### src/rtl/keypad_scanner_pkg.sv
// Shared types and helpers for the 4x4 keypad scanner.
// Holds the FSM state encoding, the key-code type and the row-priority encoder.
package keypad_pkg;

    localparam int NUM_ROWS = 4;
    localparam int NUM_COLS = 4;

    typedef enum logic [1:0] {
        SCAN,
        DEBOUNCE,
        PRESSED,
        WAIT_RELEASE
    } kp_state_t;

    typedef logic [3:0] key_code_t;

    // Rows are active-low; when several rows are low, the lowest index is reported.
    function automatic logic [1:0] lowest_low(input logic [NUM_ROWS-1:0] rows);
        lowest_low = 2'd0;
        for (int i = NUM_ROWS - 1; i >= 0; i--) begin
            if (!rows[i]) lowest_low = 2'(i);
        end
    endfunction

endpackage

### src/rtl/keypad_scanner_sync2.sv
// Parameterised-width two-flop synchronizer for asynchronous inputs.
// Resets to all ones, which is the idle level of the pulled-up keypad rows.
module sync2 #(
    parameter int W = 4
) (
    input  logic         clk,
    input  logic         rst_n,
    input  logic [W-1:0] d,
    output logic [W-1:0] q
);

    logic [W-1:0] meta_q;
    logic [W-1:0] sync_q;

    // NOTE: sequential state uses non-blocking assignments so every flop samples pre-edge values.
    always_ff @(posedge clk or negedge rst_n) begin
        if (!rst_n) begin
            meta_q <= '1;
            sync_q <= '1;
        end else begin
            meta_q <= d;
            sync_q <= meta_q;
        end
    end

    assign q = sync_q;

endmodule

### src/rtl/keypad_scanner.sv
// 4x4 matrix keypad scanner: rotates active-low column strobes, debounces presses and
// releases on synchronized rows, and reports one key code per accepted press.
module keypad_scanner
    import keypad_pkg::*;
#(
    parameter int SCAN_DIV   = 1000,
    parameter int DEB_CYCLES = 4096,
    parameter int CNT_W      = 13
) (
    input  logic                clk,
    input  logic                rst,
    input  logic [NUM_ROWS-1:0] row_n,
    output logic [NUM_COLS-1:0] col_n,
    output key_code_t           key_code,
    output logic                key_valid,
    output logic                key_held
);

    localparam logic [CNT_W-1:0] SCAN_TC = CNT_W'(SCAN_DIV - 1);
    localparam logic [CNT_W-1:0] DEB_TC  = CNT_W'(DEB_CYCLES - 1);

    logic [NUM_ROWS-1:0] rows_s;

    kp_state_t           state_q,    state_d;
    logic [CNT_W-1:0]    cnt_q,      cnt_d;
    logic [1:0]          col_q,      col_d;
    logic [1:0]          row_idx_q,  row_idx_d;
    logic [NUM_ROWS-1:0] pat_q,      pat_d;
    key_code_t           key_code_q, key_code_d;
    logic                key_held_q, key_held_d;

    sync2 #(.W(NUM_ROWS)) u_row_sync (
        .clk   (clk),
        .rst_n (rst),
        .d     (row_n),
        .q     (rows_s)
    );

    always_comb begin
        // NOTE: every signal gets a default first, so no path through the case can infer a latch.
        state_d    = state_q;
        cnt_d      = cnt_q;
        col_d      = col_q;
        row_idx_d  = row_idx_q;
        pat_d      = pat_q;
        key_code_d = key_code_q;
        key_held_d = key_held_q;
        key_valid  = 1'b0;

        case (state_q)
            SCAN: begin
                if (cnt_q == SCAN_TC) begin
                    cnt_d = '0;
                    if (rows_s != '1) begin
                        row_idx_d = lowest_low(rows_s);
                        pat_d     = rows_s;
                        state_d   = DEBOUNCE;
                    end else begin
                        col_d = col_q + 2'd1;
                    end
                end else begin
                    cnt_d = cnt_q + CNT_W'(1);
                end
            end
            DEBOUNCE: begin
                if (rows_s == pat_q) begin
                    if (cnt_q == DEB_TC) begin
                        cnt_d   = '0;
                        state_d = PRESSED;
                    end else begin
                        cnt_d = cnt_q + CNT_W'(1);
                    end
                end else begin
                    // A bounce aborts the candidate; the same column is rescanned from scratch.
                    cnt_d   = '0;
                    state_d = SCAN;
                end
            end
            PRESSED: begin
                key_valid  = 1'b1;
                key_code_d = {row_idx_q, col_q};
                key_held_d = 1'b1;
                cnt_d      = '0;
                state_d    = WAIT_RELEASE;
            end
            WAIT_RELEASE: begin
                if (rows_s == '1) begin
                    if (cnt_q == DEB_TC) begin
                        cnt_d      = '0;
                        key_held_d = 1'b0;
                        col_d      = col_q + 2'd1;
                        state_d    = SCAN;
                    end else begin
                        cnt_d = cnt_q + CNT_W'(1);
                    end
                end else begin
                    cnt_d = '0;
                end
            end
            default: begin
                cnt_d   = '0;
                state_d = SCAN;
            end
        endcase
    end

    always_ff @(posedge clk or negedge rst) begin
        if (!rst) begin
            state_q    <= SCAN;
            cnt_q      <= '0;
            col_q      <= 2'd0;
            row_idx_q  <= 2'd0;
            pat_q      <= '1;
            key_code_q <= '0;
            key_held_q <= 1'b0;
        end else begin
            state_q    <= state_d;
            cnt_q      <= cnt_d;
            col_q      <= col_d;
            row_idx_q  <= row_idx_d;
            pat_q      <= pat_d;
            key_code_q <= key_code_d;
            key_held_q <= key_held_d;
        end
    end

    assign col_n    = ~(4'b0001 << col_q);
    assign key_code = key_code_q;
    assign key_held = key_held_q;

endmodule
### config.mk
export PLATFORM = sky130hd
export DESIGN_NAME = keypad_scanner
export DESIGN_NICKNAME = d
export VERILOG_FILES = /design/src/rtl/keypad_scanner_pkg.sv /design/src/rtl/keypad_scanner_sync2.sv /design/src/rtl/keypad_scanner.sv
export SDC_FILE = /design/constraint.sdc
export NUM_CORES = 1
export LEC_CHECK = 0
export CORE_ASPECT_RATIO = 2
export CORE_UTILIZATION = 25
export CTS_CLUSTER_DIAMETER = 150
export DETAILED_ROUTE_END_ITERATION = 6
export PLACE_DENSITY_LB_ADDON = 0.08
export SYNTH_ARGS = -nofsm -noshare
export SYNTH_HDL_FRONTEND = slang
export SYNTH_HIERARCHICAL = 1
export SYNTH_SLANG_ARGS = --single-unit
### constraint.sdc
create_clock -name clk -period 1.5 [get_ports clk]
set_input_delay 0.3 -clock clk [delete_from_list [all_inputs] [get_ports clk]]
set_output_delay 0.3 -clock clk [all_outputs]
set_load 0.1 [all_outputs]
==> results by group, run 1 <==
Run status
  – Outcome: complete, but fails checks
  – Failing checks: negative setup slack

Setup path
  – Crit start category: flip-flop
  – Critical Path End: cnt_q[12]$_DFF_PN0_
  – Reg-to-reg endpoint: cnt_q[12]$_DFF_PN0_
  – CP startpoint: pat_q[0]$_DFFE_PN1P_
  – Worst EP required: 1710 ps
  – FF-to-FF setup slack: -190 ps
  – Crit path capture type: flip-flop
  – R2R depth: 6
  – Max FO, Critical Path: 5
  – Critical path class: flip-flop to flip-flop
  – Worst R2R Start: pat_q[0]$_DFFE_PN1P_
  – Data arrival time of the worst path: around 1900 ps

Drt
  – # DRC: 0
  – 1st-iter DRT viols: 26
  – First-pass DRT Iterations: 6
  – Vias/cell: ~4.6
  – Drt wl/cell: between 10 and 15 um
  – Routed wire length: 4.60 mm
  – Routed Antenna Nets: 0
  – Routed via count: ~1500

Clocking
  – Worst-skew pair later-pin latency: between 200 and 300 ps
  – H-tree levels: 2
  – CTS tree: yes
  – CTS clk-pin slew, worst paths: 60 ps
  – CTS Buf Count: 5
  – Clock Sinks: 36
  – Bufs on Longest Clock Path: 2
  – Root Buffer: clkbuf_16

Placement
  – Dpl hpwl: approximately 3.2 mm
  – Cells after DPL: between 200 and 300
  – Setup slack after placement: -210 ps
  – GPL Wtd Cong: between 0.8 and 0.9
  – PortBufs: 15

Floorplanning
  – Initial core utilization: about a quarter
  – Die ar.: between 7000 and 8000 um2
  – Core box area: around 6700 um2
  – Io pins: 16
  – Row cnt: 42
  – DIE WIDTH: between 60 and 70 um
  – Chip Height: 120 um

Synthesis
  – Adder-Cell Fraction of Synth Area: between 3 and 4%
  – Number of library cell types mapped by synthesis: 46
  – Simple-gate area share of the yosys netlist: ~22%
  – Most numerous cell in the Yosys netlist: dfrtp_1
  – Post-Synth XOR/XNOR Area: around 6.5%
  – Synth top area cells: dfrtp_1 34%, dfstp_2 18%, nor3_1 4.3%, ha_1 3.6%, xnor2_1 3.5%
  – Yosys warns: 6
  – Cell count after synthesis: between 150 and 200
  – Largest family of logic cells by synthesized area: simple AND/OR/NAND/NOR gates
  – #FFs+latches synth: 36
  – Post-synth top flop: dfrtp_1
  – Top cell type's share of synthesized area: 34.4%
  – Syn_area_per_cell: approximately 11 um2
  – Post-synth EDFFs: 0
  – Synth async-reset ratio: 100%
  – Synthesized area: about 1700 um2
  – Mux cell area share after synthesis: about 2.7%
  – Post-synthesis compound-gate area fraction: under 10%
  – Sequential area share after synthesis: between 50% and 60%
  – Leading area contributor after synthesis: dfrtp_1
  – Synth cell count leaders: 24 x dfrtp_1, 15 x nor3_1, 12 x dfstp_2
  – Syn nets: around 170

Power and ir drop
  – Cell leakage power: 1.22 nW
  – P_sw: about 0.00048 W
  – Total power: 0.00223 W
  – Internal Power: roughly 0.0017 W
  – Switching Fraction: between 20% and 30%
  – Seq pwr share: around 45%
  – Maximum vdd drop: about 0.00053 V
  – Power share of the combinational group: around 3.3%
  – Clock power frac: between 50% and 60%
  – PwrDens: ~740 nW/um2

Finish
  – Filler cells: 649
  – Area growth, synth to finish: 73.1%
  – Finished Core Util: a little under half
  – Share of cells above drive strength 1: between 60% and 70%
  – Multi-input logic area: approximately 1000 um2
  – Sequential cell area: roughly 920 um2
  – Diodes inserted: 0
  – Nets: 239
  – Non-Filler Instances: approximately 320

STA
  – Fin worst setup slack: -186 ps
  – Final setup fails: 20
  – Max-slew headroom: around 75%
  – Hold_ws: 355 ps
  – Max-slew violations: 0
  – Final Hold Viols: 0
  – RSZ-0062 raised after global routing: true
  – Slew @ Worst Pin: between 300 and 400 ps
  – Crit path time final: roughly 1700 ps
  – Final Skew: 3.44 ps
  – Fmax: 593 MHz
  – Crit share post-route: 112%

Global routing
  – Global-route wire length before repair: roughly 7.6 mm
  – Largest net degree at the start of global routing: 37
  – Vias in the first global route: ~1600
  – Tot GR Track Use: ~15%
  – Initial antenna violation count: 0
  – Total global routing overflow: 0

Hold path
  – Hold Crit Class: flip-flop to flip-flop

Run
  – Max_cap viols: 0
-- timing repair --
item | 4_1_cts | 5_1_grt
endpoints found under the setup margin | 23 | 28
hold buffers | 0 | 0
pin swaps | 14 | 10
buffers inserted | 11 | 6
cloned | 2 | 0
gates resized for setup | 33 | 24
-- worst max-delay path: stages (launching register included) --
cell	delay (ps)
dfstp_2	540
inv_2	40
a222oi_1	380
buf_4	200
a311oi_4	120
buf_6	180
nor3_2	150
-- cell families after synthesis --
kind of cell | count (synthesis)
DFF | 36
xor gates and xnor gates | 13
and+or+nand+nor | 62
buffers and inverters | 15
adders and majority gates | 5
AOI/OAI and AO/OA | 20
muxes | 4
-- layout by cell type, fill, tap and decap left out, drive strengths merged, types with 6 or more instances in the layout --
cell type  count
buf           65
clkbuf         6
dfrtp         24
dfstp         12
inv            8
nand2          6
nand3         10
nor3          16
o21ai          6
xnor2          7
xor2           6
-- registers in the layout (all words and copies together) (netlist names), named ones only --
signal / cells
key_held: 1
u_row_sync/meta_q: 4
col_q: 2
cnt_q: 13
state_q: 1
row_idx_q: 2
pat_q: 4
key_code: 4
u_row_sync/q: 4
-- routing by layer --
| metal | track usage (%) | vias to the layer above | routed length [um] | share of wire (%) |
|---|---|---|---|---|
| met5 | 0 | - | 0 | 0 |
| met2 | 28.0 | 21 | 2790 | 61 |
| li1 | - | 698 | - | - |
| met4 | 6.96 | 0 | 121 | 2.6 |
| met1 | 12.6 | 737 | 1580 | 34 |
| met3 | 3.66 | 8 | 102 | 2.2 |
-- power by group through the flow --
stage	sequential [W]	combinational, W	clock, W
final	0.000999	0.0000730	0.00116
after global routing	0.000999	0.0000811	0.00123
after CTS	0.000999	0.0000726	0.00119
after detailed placement	0.00102	0.0000709	0
after global placement	0.00101	0.0000699	0
after floorplan	0.00102	0.00000893	0
-- final cells by class --
cell class,instances,area share [%]
clock buffers,6,4.97
clock inverters,2,0.539
well taps,88,3.65
flip-flops and latches,36,30.5
inverters,10,1.70
repair buffers,71,24.5
multi-input cells,104,34.1
-- metrics by stage --
stage	instance area (um2)	setup TNS, ps
floorplan	1820	-180
global route	3020	-3390
detailed placement	2460	-2410
CTS	2900	-2320
global placement	2460	-2180
finish	3020	-2120
-- worst min path at each step --
stage / from / to / cells past startpoint
detailed placement: u_row_sync/meta_q[1]$_DFF_PN1_ / u_row_sync/q[1]$_DFF_PN1_ / 0
CTS: u_row_sync/meta_q[1]$_DFF_PN1_ / u_row_sync/q[1]$_DFF_PN1_ / 0
floorplan: rst / asynchronous set/reset pin / 0
finish: u_row_sync/meta_q[1]$_DFF_PN1_ / u_row_sync/q[1]$_DFF_PN1_ / 0
global route: u_row_sync/meta_q[1]$_DFF_PN1_ / u_row_sync/q[1]$_DFF_PN1_ / 0
global placement: u_row_sync/meta_q[2]$_DFF_PN1_ / u_row_sync/q[2]$_DFF_PN1_ / 0
Note: power is estimated with default switching activity, not from simulation.
==> run 2, diff against run 1 <==
==> constraint.sdc (replaced) <==
create_clock -name clk -period 1.6 [get_ports clk]
set_input_delay 0.32 -clock clk [delete_from_list [all_inputs] [get_ports clk]]
set_output_delay 0.32 -clock clk [all_outputs]
set_load 0.1 [all_outputs]
==> results by group, run 2 (synthesis gave the netlist of run 1 again) <==
Floorplanning
  – Die ar.: 7330 um2 (unchanged)
  – Core box area: 6670 um2 (unchanged)
  – DIE WIDTH: 61.1 um (unchanged)
  – Initial core utilization: 26.1% (unchanged)
  – Chip Height: 120 um (unchanged)
  – Row cnt: 42 (unchanged)
  – Io pins: 16 (unchanged)

Clocking
  – CTS tree: yes (unchanged)
  – CTS clk-pin slew, worst paths: 60 ps (about the same)
  – CTS Buf Count: 5 (unchanged)
  – Clock Sinks: 36 (unchanged)
  – Worst-skew pair later-pin latency: 280 ps (was 290 ps)
  – Root Buffer: clkbuf_16 (unchanged)
  – Hold buffers post-CTS: 0 (unchanged)
  – Bufs on Longest Clock Path: 2 (unchanged)
  – H-tree levels: 2 (unchanged)

Setup path
  – Critical Path End: state_q[0]$_DFFE_PN0P_ (was cnt_q[12]$_DFF_PN0_)
  – Max stage delay cell, worst path: or4_4 (was dfstp_2)
  – Crit-path max cell delay: 580 ps (was 540 ps)
  – WP depth: 5 (was 6)
  – Worst EP required: 1750 ps (was 1710 ps)
  – WP buf/inv: 0 (was 3)
  – Crit path capture type: flip-flop (unchanged)
  – Max FO, Critical Path: 7 (was 5)
  – Crit start category: flip-flop (unchanged)
  – CP startpoint: cnt_q[0]$_DFF_PN0_ (was pat_q[0]$_DFFE_PN1P_)
  – Critical path class: flip-flop to flip-flop (unchanged)
  – R2R depth: 5 (was 6)
  – Crit path max-delay family: simple AND/OR/NAND/NOR gates (was flip-flops)
  – Crit-path cells: ha_4, nand4_4, or4_4, o21ai_2, o221ai_2 (was inv_2, a222oi_1, buf_4, a311oi_4, buf_6, nor3_2)
  – Data arrival time of the worst path: 1810 ps (was 1900 ps)
  – FF-to-FF setup slack: -60 ps (was -190 ps)
  – Reg-to-reg endpoint: state_q[0]$_DFFE_PN0P_ (was cnt_q[12]$_DFF_PN0_)
  – Worst R2R Start: cnt_q[0]$_DFF_PN0_ (was pat_q[0]$_DFFE_PN1P_)

Hold path
  – Hold Crit Class: flip-flop to flip-flop (unchanged)
  – Worst Hold Depth: 0 (unchanged)

Global routing
  – Initial antenna violation count: 0 (unchanged)
  – Largest net degree at the start of global routing: 37 (unchanged)
  – Global-route wire length before repair: 6.93 mm (was 7.60 mm)
  – Vias in the first global route: 1415 (was 1610)
  – Total global routing overflow: 0 (unchanged)
  – Tot GR Track Use: 13.1% (was 14.5%)

Power and ir drop
  – Total power: 0.00195 W (was 0.00223 W)
  – PwrDens: 717 nW/um2 (was 739 nW/um2)
  – Cell leakage power: 1.12 nW (was 1.22 nW)
  – Maximum vdd drop: 0.000447 V (was 0.000526 V)

Finish
  – Finished Core Util: 40.8% (was 45.2%)
  – Area growth, synth to finish: 56.0% (was 73.1%)
  – Share of cells above drive strength 1: 52.1% (was 64.2%)
  – Commonest cells after routing, fill and taps aside: 34 x buf_4, 21 x dfrtp_1, 12 x dfstp_2, 12 x buf_12, 9 x nand3_1 (was 44 x buf_4, 19 x dfrtp_1, 12 x dfstp_2)
  – Largest Register: cnt_q (unchanged)
  – Nets: 221 (was 239)
  – Diodes inserted: 0 (unchanged)
  – Post-Layout Inst Area: 2720 um2 (was 3020 um2)
  – Leading cell type in the layout, fill and taps excluded: buf_4 (unchanged)
  – Max reg flops: 13 (unchanged)

STA
  – Final setup fails: 14 (was 20)
  – Fmax: 604 MHz (was 593 MHz)
  – Slew @ Worst Pin: 392 ps (was 375 ps)
  – Crit share post-route: 103% (was 112%)
  – Final Hold Viols: 0 (unchanged)
  – Final Skew: 4.47 ps (was 3.44 ps)
  – Fin worst setup slack: -55.2 ps (was -186 ps)
  – RSZ-0062 raised after global routing: true (unchanged)
  – Crit path time final: 1660 ps (was 1690 ps)
  – Max-slew violations: 0 (unchanged)
  – Max-slew headroom: 73.7% (was 74.8%)

Drt
  – 1st-iter DRT viols: 41 (was 26)
  – First-pass DRT Iterations: 4 (was 6)
  – Routed wire length: 4.51 mm (was 4.60 mm)
  – # DRC: 0 (unchanged)
  – Routed Antenna Nets: 0 (unchanged)
  – Drt wl/cell: 15.1 um (was 14.5 um)
  – Vias/cell: 4.69 (was 4.62)
  – Routed via count: 1402 (was 1464)

Placement
  – Dpl hpwl: 3.05 mm (was 3.20 mm)
  – Placed Area: 2310 um2 (was 2460 um2)
  – GPL Wtd Cong: 0.774 (was 0.814)
  – PortBufs: 15 (unchanged)

Run status
  – Failing checks: negative setup slack (unchanged)
  – Outcome: complete, but fails checks (unchanged)

Run
  – Max_cap viols: 0 (unchanged)
==> run 2: final cells by class <==
cell class	count	area (um2)
fill	658	3950
clock inverter	3	18.8
timing repair buffer	53	568
sequential	36	920
tap	88	110
clock buffer	5	125
inverter	10	41.3
multi-input combinational	104	938
==> run 2: per-layer routing <==
layer  share of wire (%)  wire length [um]  global-route usage (%)
met5                   0                 0                       0
met2                  59              2680                    23.4
met4                 3.5               157                    7.67
met1                  35              1580                    13.2
met3                 2.0                88                    2.26
==> run 2: how the worst min path moves through the flow <==
stage                                        start                          to  slack (ps)
global route        u_row_sync/meta_q[0]$_DFF_PN1_   u_row_sync/q[0]$_DFF_PN1_         350
detailed placement  u_row_sync/meta_q[3]$_DFF_PN1_   u_row_sync/q[3]$_DFF_PN1_         350
finish              u_row_sync/meta_q[0]$_DFF_PN1_   u_row_sync/q[0]$_DFF_PN1_         350
CTS                 u_row_sync/meta_q[0]$_DFF_PN1_   u_row_sync/q[0]$_DFF_PN1_         350
global placement    u_row_sync/meta_q[1]$_DFF_PN1_   u_row_sync/q[1]$_DFF_PN1_         350
floorplan                                      rst  asynchronous set/reset pin          20
==> run 2: metrics by stage <==
step / hold WS [ps] / std cells / setup TNS (ps) / setup WS (ps)
CTS: 354 / 290 / -5.94 / -5.04
finish: 353 / 299 / -477 / -55.2
floorplan: 24.4 / 155 / 0 / 6.23
detailed placement: 350 / 279 / -719 / -82.7
global route: 353 / 299 / -1580 / -153
global placement: 346 / 279 / -136 / -22.1
==> run 2: timing repair <==
item,CTS,global route
setup endpoints to repair,18,25
gates resized for setup,7,36
cloned,0,1
buffers inserted,3,8
pin swaps,3,22
==> run 2: power breakdown <==
group          internal, W  switching (W)   total, W  leakage (nW)
Sequential        0.000930     0.00000800   0.000938         0.443
Clock             0.000573       0.000377   0.000950        0.0736
Combinational    0.0000305      0.0000334  0.0000640         0.608
Total              0.00153       0.000419    0.00195          1.12
==> run 3, diff against run 2 <==
--- a/config.mk
+++ b/config.mk
@@ -6,6 +6,7 @@
 export NUM_CORES = 1
 export LEC_CHECK = 0
 export CORE_ASPECT_RATIO = 2
+export CORE_MARGIN = 2
 export CORE_UTILIZATION = 25
 export CTS_CLUSTER_DIAMETER = 150
 export DETAILED_ROUTE_END_ITERATION = 6
==> results by group, run 3 (synthesis gave the netlist of run 1 again) <==
Setup path
  – Critical path class: flip-flop to flip-flop (unchanged)
  – Crit start category: flip-flop (unchanged)
  – Crit path capture type: flip-flop (unchanged)
  – Worst EP required: 1750 ps (about the same)
  – Data arrival time of the worst path: 1790 ps (was 1810 ps)
  – Max FO, Critical Path: 6 (was 7)
  – R2R depth: 5 (unchanged)

Power and ir drop
  – PwrDens: 772 nW/um2 (was 717 nW/um2)
  – Maximum vdd drop: 0.000533 V (was 0.000447 V)
  – Power share of the combinational group: 3.0% (was 3.3%)
  – Internal Power: 0.00163 W (was 0.00153 W)
  – Cell leakage power: 1.12 nW (about the same)
  – Switching Fraction: 20.2% (was 21.4%)
  – Seq pwr share: 45.9% (was 48.1%)
  – P_sw: 0.000413 W (was 0.000419 W)
  – Clock power frac: 51.1% (was 48.7%)

Placement
  – GPL Wtd Cong: 0.730 (was 0.774)
  – PortBufs: 15 (unchanged)
  – Dpl hpwl: 2.83 mm (was 3.05 mm)

Clocking
  – Root Buffer: clkbuf_16 (unchanged)
  – Worst-skew pair later-pin latency: 280 ps (about the same)
  – CTS Buf Count: 5 (unchanged)
  – CTS clk-pin slew, worst paths: 60 ps (about the same)
  – CTS tree: yes (unchanged)
  – H-tree levels: 2 (unchanged)
  – Bufs on Longest Clock Path: 2 (unchanged)
  – Clock Sinks: 36 (unchanged)

STA
  – Crit path time final: 1640 ps (was 1660 ps)
  – Final Hold Viols: 0 (unchanged)
  – Fin worst setup slack: -35.5 ps (was -55.2 ps)
  – Setup TNS: -97.1 ps (was -477 ps)
  – Fmax: 611 MHz (was 604 MHz)
  – Max-slew violations: 0 (unchanged)
  – Crit share post-route: 102% (was 103%)
  – Final setup fails: 9 (was 14)
  – RSZ-0062 raised after global routing: true (unchanged)
  – Slew @ Worst Pin: 416 ps (was 392 ps)
  – Final Skew: 4.70 ps (was 4.47 ps)
  – Max-slew headroom: 72.3% (was 73.7%)

Hold path
  – Hold Crit Class: flip-flop to flip-flop (unchanged)
  – Worst Hold Depth: 0 (unchanged)

Drt
  – # DRC: 0 (unchanged)
  – 1st-iter DRT viols: 33 (was 41)
  – Vias/cell: 4.46 (was 4.69)
  – Drt wl/cell: 12.5 um (was 15.1 um)
  – First-pass DRT Iterations: 4 (unchanged)
  – Routed via count: 1326 (was 1402)
  – Routed Antenna Nets: 0 (unchanged)
  – Routed wire length: 3.71 mm (was 4.51 mm)

Finish
  – Nets: 217 (was 221)
  – Diodes inserted: 0 (unchanged)
  – Commonest cells after routing, fill and taps aside: 30 x buf_4, 22 x dfrtp_1, 12 x dfstp_2, 12 x buf_12, 9 x nand3_1 (was 34 x buf_4, 21 x dfrtp_1, 12 x dfstp_2, 12 x buf_12, 9 x nand3_1)
  – Largest Register: cnt_q (unchanged)
  – Leading cell type in the layout, fill and taps excluded: buf_4 (unchanged)
  – Area growth, synth to finish: 51.6% (was 56.0%)
  – Finished Core Util: 38.7% (was 40.8%)
  – Max reg flops: 13 (unchanged)
  – Filler cells: 682 (was 658)
  – Share of cells above drive strength 1: 48.8% (was 52.1%)

Floorplanning
  – Core box area: 6830 um2 (was 6670 um2)
  – Initial core utilization: 25.5% (was 26.1%)
  – Chip Height: 122 um (was 120 um)
  – Row cnt: 43 (was 42)
  – Die ar.: 7700 um2 (was 7330 um2)
  – DIE WIDTH: 63.1 um (was 61.1 um)
  – Io pins: 16 (unchanged)

Global routing
  – Vias in the first global route: 1397 (was 1415)
  – Initial antenna violation count: 0 (unchanged)
  – Global-route wire length before repair: 6.76 mm (was 6.93 mm)
  – Tot GR Track Use: 11.3% (was 13.1%)
  – Largest net degree at the start of global routing: 21 (was 37)
  – Total global routing overflow: 0 (unchanged)

Run status
  – Outcome: complete, but fails checks (unchanged)
  – Failing checks: negative setup slack (unchanged)

Run
  – Max_cap viols: 0 (unchanged)
[run 3: power groups by stage]
stage                     Clock [W]  Combinational, W  Sequential, W
after global placement            0         0.0000596       0.000952
after global routing        0.00113         0.0000697       0.000938
final                       0.00104         0.0000613       0.000937
after CTS                   0.00108         0.0000627       0.000937
after floorplan                   0        0.00000833       0.000952
after detailed placement          0         0.0000598       0.000952
[run 3: final timing paths]
| path | startpoint | slack (ps) | to |
|---|---|---|---|
| worst min-delay path | u_row_sync/meta_q[1]$_DFF_PN1_ | 350 | u_row_sync/q[1]$_DFF_PN1_ |
| worst max-delay path | cnt_q[0]$_DFF_PN0_ | -40 | state_q[0]$_DFFE_PN0P_ |
| min in group asynchronous | rst | 500 | cnt_q[10]$_DFF_PN0_ |
| max in group asynchronous | rst | 570 | u_row_sync/meta_q[1]$_DFF_PN1_ |
| worst min register to register | u_row_sync/meta_q[1]$_DFF_PN1_ | 350 | u_row_sync/q[1]$_DFF_PN1_ |
| worst max register to register | cnt_q[0]$_DFF_PN0_ | -40 | state_q[0]$_DFFE_PN0P_ |
[run 3: repair_timing]
item	in CTS	in global routing
endpoints found under the hold margin	14	0
pin swaps	3	8
setup endpoints to repair	19	25
hold buffers	1	0
setup buffers	3	2
gates resized for setup	11	16
[run 3: per-layer routing]
layer  global-route usage (%)  up-vias  routed length [um]
met5                        0        -                   0
met4                     6.25        0                  72
met3                     2.03        7                 103
met2                     18.5       15                1890
met1                     13.9      651                1640
li1                         -      653                   -
[run 3: final cells by class]
type | count | area, um2 | area share (%)
Sequential cell | 36 | 918 | 34.7
Multi-Input combinational cell | 104 | 878 | 33.2
Timing Repair Buffer | 49 | 532 | 20.1
Clock buffer | 6 | 150 | 5.68
Tap cell | 90 | 113 | 4.26
Inverter | 10 | 41.3 | 1.56
Clock inverter | 2 | 11.3 | 0.426
[run 3: through the flow]
step	hold WS (ps)	setup WS [ps]	instance area (um2)	power, W	instances
6_report	354	-35.5	2640	0.00204	297
5_1_grt	357	-114	2640	0.00213	297
4_1_cts	355	-31.4	2570	0.00208	295
3_5_place_dp	289	-62.1	2320	0.00101	283
3_3_place_gp	285	-38.6	2320	0.00101	283
2_1_floorplan	24.4	6.23	1770	0.000961	155
[run 3: critical path, stage by stage (launching register included)]
cell      delay, ps
dfrtp_1         390
ha_4            160
nand4_4         140
or4_4           580
o21ai_2         140
o221ai_2        100
==> RTL change 1 (settings of run 1) <==
The package constant `NUM_ROWS` goes from 4 to 3.
--- a/src/rtl/keypad_scanner_pkg.sv
+++ b/src/rtl/keypad_scanner_pkg.sv
@@ -4,3 +4,3 @@
 
-    localparam int NUM_ROWS = 4;
+    localparam int NUM_ROWS = 3;
     localparam int NUM_COLS = 4;
Interface: changed (resized row_n); port bits go from 16 to 15. No check against the original RTL was run, so the function may have changed too.
==> RTL change 1 against run 1 <==
The flow finishes with violations (design-rule violations, negative setup slack); clock skew grew 0.0035 ns; setup slack got worse by 0.027 ns; sequential share of layout area increased by 1.5 points; combinational power shrank 29%; fmax is 1.6% lower; total power is 3.8% lower; synthesized area decreased by 12%; sequential cell count down 3; via count down 14%; die area down 12%; routed wire length decreased by 22%; final cell count is 14% lower; design area down 14%; core utilization shrank 0.31 points.
==> RTL change 1: results (changes against run 1) <==
metric	value	unit	change
hold_slack	0.353	ns	-0.00127 ns
syn_avg_cell_area	10.7	um2	-4.5%
grt_max_degree	34		-8.1%
place_inst	245		-16%
dp_hpwl	2450	um	-24%
synth-xor-area-share	8.03	%	+1.5 points
inv_count	11		+1
syn_nets	152		-8.4%
crit_arrival	1.87	ns	-0.03 ns
fillerInstances	545		-16%
vdd_ir_drop_max	0.369	mV	-30%
slew_headroom	83.6	%	+8.8 points
drc	6		+6
gp_congestion	0.726		-11%
failed_checks	design-rule violations, negative setup slack		
ys_seq_area_share	54.8	%	+2.3 points
port_buffers	14		-1
drive_above_1_share	53.3	%	-11 points
fin_ws	-0.213	ns	-0.0266 ns
nClkBuffers	7		+1
fin_nets	221		-7.5%
placed_area	0.00212	mm2	-14%
register_area	837	um2	-9.2%
clk_share	6.62	%	+1.1 points
avgViaCountPerCell	4.59		-0.62%
synth_fa_ha_area_share	4.10	%	+0.51 points
final_area	0.00261	mm2	-14%
multi_input_area_share	29.8	%	-4.3 points
synth_compound_area_share	7.05	%	-1.5 points
signal_buffers	64		-9.9%
cp_max_fo	3		-2
p_leak	0.00115	uW	-5.7%
drt-initial-drc-count	49		+88%
setup_tns	-3.22	ns	-1.10 ns
synth.area.top_cells	dfrtp_1, dfstp_2, xor2_1, nor2_1, nand2_1		
skew	0.00698	ns	+0.00353 ns
yosys-top-cells-count	dfrtp_1, nor2_1, nand2_1, inv_1, dfstp_2		
finalNonFillerCells	273		-14%
finalSetupViolCount	26		+30%
synth_area	0.00153	mm2	-12%
grt.total_usage	12.2	%	-2.3 points
ys_types	34		-26%
numClockSinks	33		-8.3%
num-multi-input-gates	96		-7.7%
outcome	finished, violations left		
dp_slack	-0.311	ns	-0.101 ns
bufAreaShareNonClock	26.5	%	+2.0 points
[RTL change 1: changes by cell type after synthesis, sizes merged, moves of 3 or more]
cell,before,now
nand4,5,2
nand2,6,17
nor2,5,18
dfstp,12,9
o21ai,6,2
o22a,3,0
nor3,16,2
[RTL change 1: repair_timing]
action	CTS	global route
setup endpoints to repair	27	28
hold buffers	0	0
pin swaps	13	0
hold endpoints to repair	0	0
buffers inserted	16	4
cloned	1	0
resized for setup	25	6
[RTL change 1: routing by layer]
layer,global-route usage (%),routed length [um],up-vias
met5,0,0,-
met4,6.34,77,0
met3,2.42,89,6
met2,24.2,2190,19
met1,11.0,1210,622
li1,-,-,606
[RTL change 1: final timing paths]
check                                startpoint              end  cells after the start
min in group asynchronous                   rst         cnt_q[8]                      2
min                        u_row_sync/meta_q[0]  u_row_sync/q[0]                      0
max in group asynchronous                   rst         pat_q[0]                      2
max                                    cnt_q[0]         col_q[1]                      6
max reg2reg                            cnt_q[0]         col_q[1]                      6
min reg2reg                u_row_sync/meta_q[0]  u_row_sync/q[0]                      0
[RTL change 1: cell families (layout without fill, tap and decap cells)]
logic type,count (synthesis),count (layout)
flops,33,33
buf+inv,13,83
xor+xnor,14,14
compound gates,15,15
simple gates,59,59
fa+ha+maj,5,5
mux,3,3
[RTL change 1: worst max-delay path: stages (launching register included)]
cell and delay (ns):
dfrtp_1 0.36, ha_2 0.20, nand4_1 0.19, nor4_4 0.23, nand3_2 0.13, a21oi_4 0.17, mux2_4 0.31
[RTL change 1: power by group]
part           internal (uW)  total (uW)  switching, uW
clock network            828        1180            355
registers                907         911           4.33
logic                   22.8        51.8           28.9
==> RTL change 2 (flow settings as in run 1) <==
Made on the original files. The 4 states of `kp_state_t` get a Gray code encoding in 2 bits.
--- a/src/rtl/keypad_scanner_pkg.sv
+++ b/src/rtl/keypad_scanner_pkg.sv
@@ -8,6 +8,6 @@
     typedef enum logic [1:0] {
-        SCAN,
-        DEBOUNCE,
-        PRESSED,
-        WAIT_RELEASE
+        SCAN         = 2'b00,
+        DEBOUNCE     = 2'b01,
+        PRESSED      = 2'b11,
+        WAIT_RELEASE = 2'b10
     } kp_state_t;
Check against the original RTL: no difference found for any inputs over 10 cycles, from zero or initial values and one cycle with rst low; not proved beyond that.
==> RTL change 2 against run 1 <==
The run still ends with negative setup slack left; worst hold slack about the same; sequential cell count stayed put; setup slack worse by 0.12 ns; routed wire length shrank 20%; core utilization down 2.2 points; via count is 13% lower; total power is 5.7% lower; sequential power is essentially flat; clock power fell by 10%; design area decreased by 10%; synthesized area is 6.3% lower; critical endpoint is now col_q[1].
==> RTL change 2: results (changes against run 1) <==
metric	value	unit	change
avgViaCountPerCell	4.20		-9.0%
place_inst	283		-3.1%
setup_tns	-5.37	ns	-3.25 ns
outcome	finished, violations left		
drt-initial-drc-count	30		+15%
pg_clk	1040	uW	-10%
syn_nets	154		-7.2%
grt_pass1_vias	1464		-9.1%
synth.area.top_cells	dfrtp_1, dfstp_2, xor2_1, mux2_2, nor2_1		
placed_area	0.00233	mm2	-5.4%
fin_nets	228		-4.6%
dp_hpwl	2680	um	-16%
routedWlPerCell	12.0	um	-17%
p_leak	0.00124	uW	+1.5%
switching_power	465	uW	-3.7%
clkLatencyLatePin	0.29	ns	about the same
failed_checks	negative setup slack		
start_util	25.9	%	-0.24 points
cellPowerDensity	776	mW/mm2	+5.0%
gp_congestion	0.790		-3.0%
fin_ws	-0.307	ns	-0.122 ns
drtPass1Iterations	4		-2
path_delay_family	simple AND/OR/NAND/NOR gates		
skew	0.00328	ns	-0.000164 ns
num_antenna_cells	0		unchanged
worstPathRequired	1.67	ns	-0.04 ns
hold_path_class	register to register		
worst_pin_slew	0.348	ns	-0.0266 ns
max_stage_delay	0.38	ns	-0.16 ns
vdd_ir_drop_max	0.658	mV	+25%
worst_path_max_delay_cell	or3_4		
pg_seq	1000	uW	about the same
finalNonFillerCells	304		-4.1%
yosys-top-cells-count	dfrtp_1, nor2_1, nand2_1, dfstp_2, inv_1		
fillerInstances	626		-3.5%
grt.total_usage	13.1	%	-1.4 points
ys_types	30		-35%
cp_max_fo	2		-3
grt_first_pass_wirelength	6490	um	-15%
clkSlewWorstSetupHoldPaths	0.06	ns	about the same
synthCells	143		-7.7%
ys_seq_area_share	56.0	%	+3.5 points
drive_above_1_share	54.6	%	-9.6 points
ctsHtreeMaxLevel	2		unchanged
finalSetupViolCount	28		+40%
dp_slack	-0.336	ns	-0.126 ns
syn_to_final_growth	66.1	%	
port_buffers	15		unchanged
## RTL change 2: cell types whose count changed after synthesis, moves of 4 or more
cell / change
nand2_1: +8
nand3_1: -6
mux2_2: +4
nor2_1: +12
nor3_1: -9
## RTL change 2: final timing paths
path,from,end,slack (ns)
max,cnt_q[0],col_q[1],-0.31
min,u_row_sync/meta_q[1],u_row_sync/q[1],0.35
max reg2reg,cnt_q[0],col_q[1],-0.31
min reg2reg,u_row_sync/meta_q[1],u_row_sync/q[1],0.35
max in group asynchronous,rst,pat_q[1],0.86
min in group asynchronous,rst,row_idx_q[0],0.38
## RTL change 2: per-layer routing
layer  GRT usage [%]  vias to the layer above  part of all wire, %
li1                -                      624                    -
met1            11.0                      627                   33
met2            25.5                       22                   61
met3            3.43                        5                  2.6
met4            8.25                        0                  2.6
met5               0                        -                    0
## RTL change 2: cell type report
| type | instances | share of cell area, % |
|---|---|---|
| clock buffers | 5 | 4.61 |
| clock inverters | 3 | 0.830 |
| inverters | 12 | 1.94 |
| multi-input cells | 93 | 29.5 |
| flip-flops and latches | 36 | 33.7 |
| well taps | 86 | 3.96 |
| repair buffers | 69 | 25.4 |
## RTL change 2: logic make-up after synthesis
group	count (synthesis)	share of synthesized area (%)
flip-flops	36	56.0
AO/OA/AOI/OAI	14	6.66
AND/OR/NAND/NOR	51	16.4
adder cells (fa/ha/maj)	5	3.83
buffers and inverters	14	3.37
multiplexers	8	5.67
XOR/XNOR	15	8.04
## RTL change 2: repair_timing
| item | in CTS | in global routing |
|---|---|---|
| hold endpoints to repair | 0 | 0 |
| endpoints found under the setup margin | 28 | 29 |
| gates resized for setup | 25 | 8 |
| pin swaps | 9 | 3 |
| setup buffers | 8 | 5 |
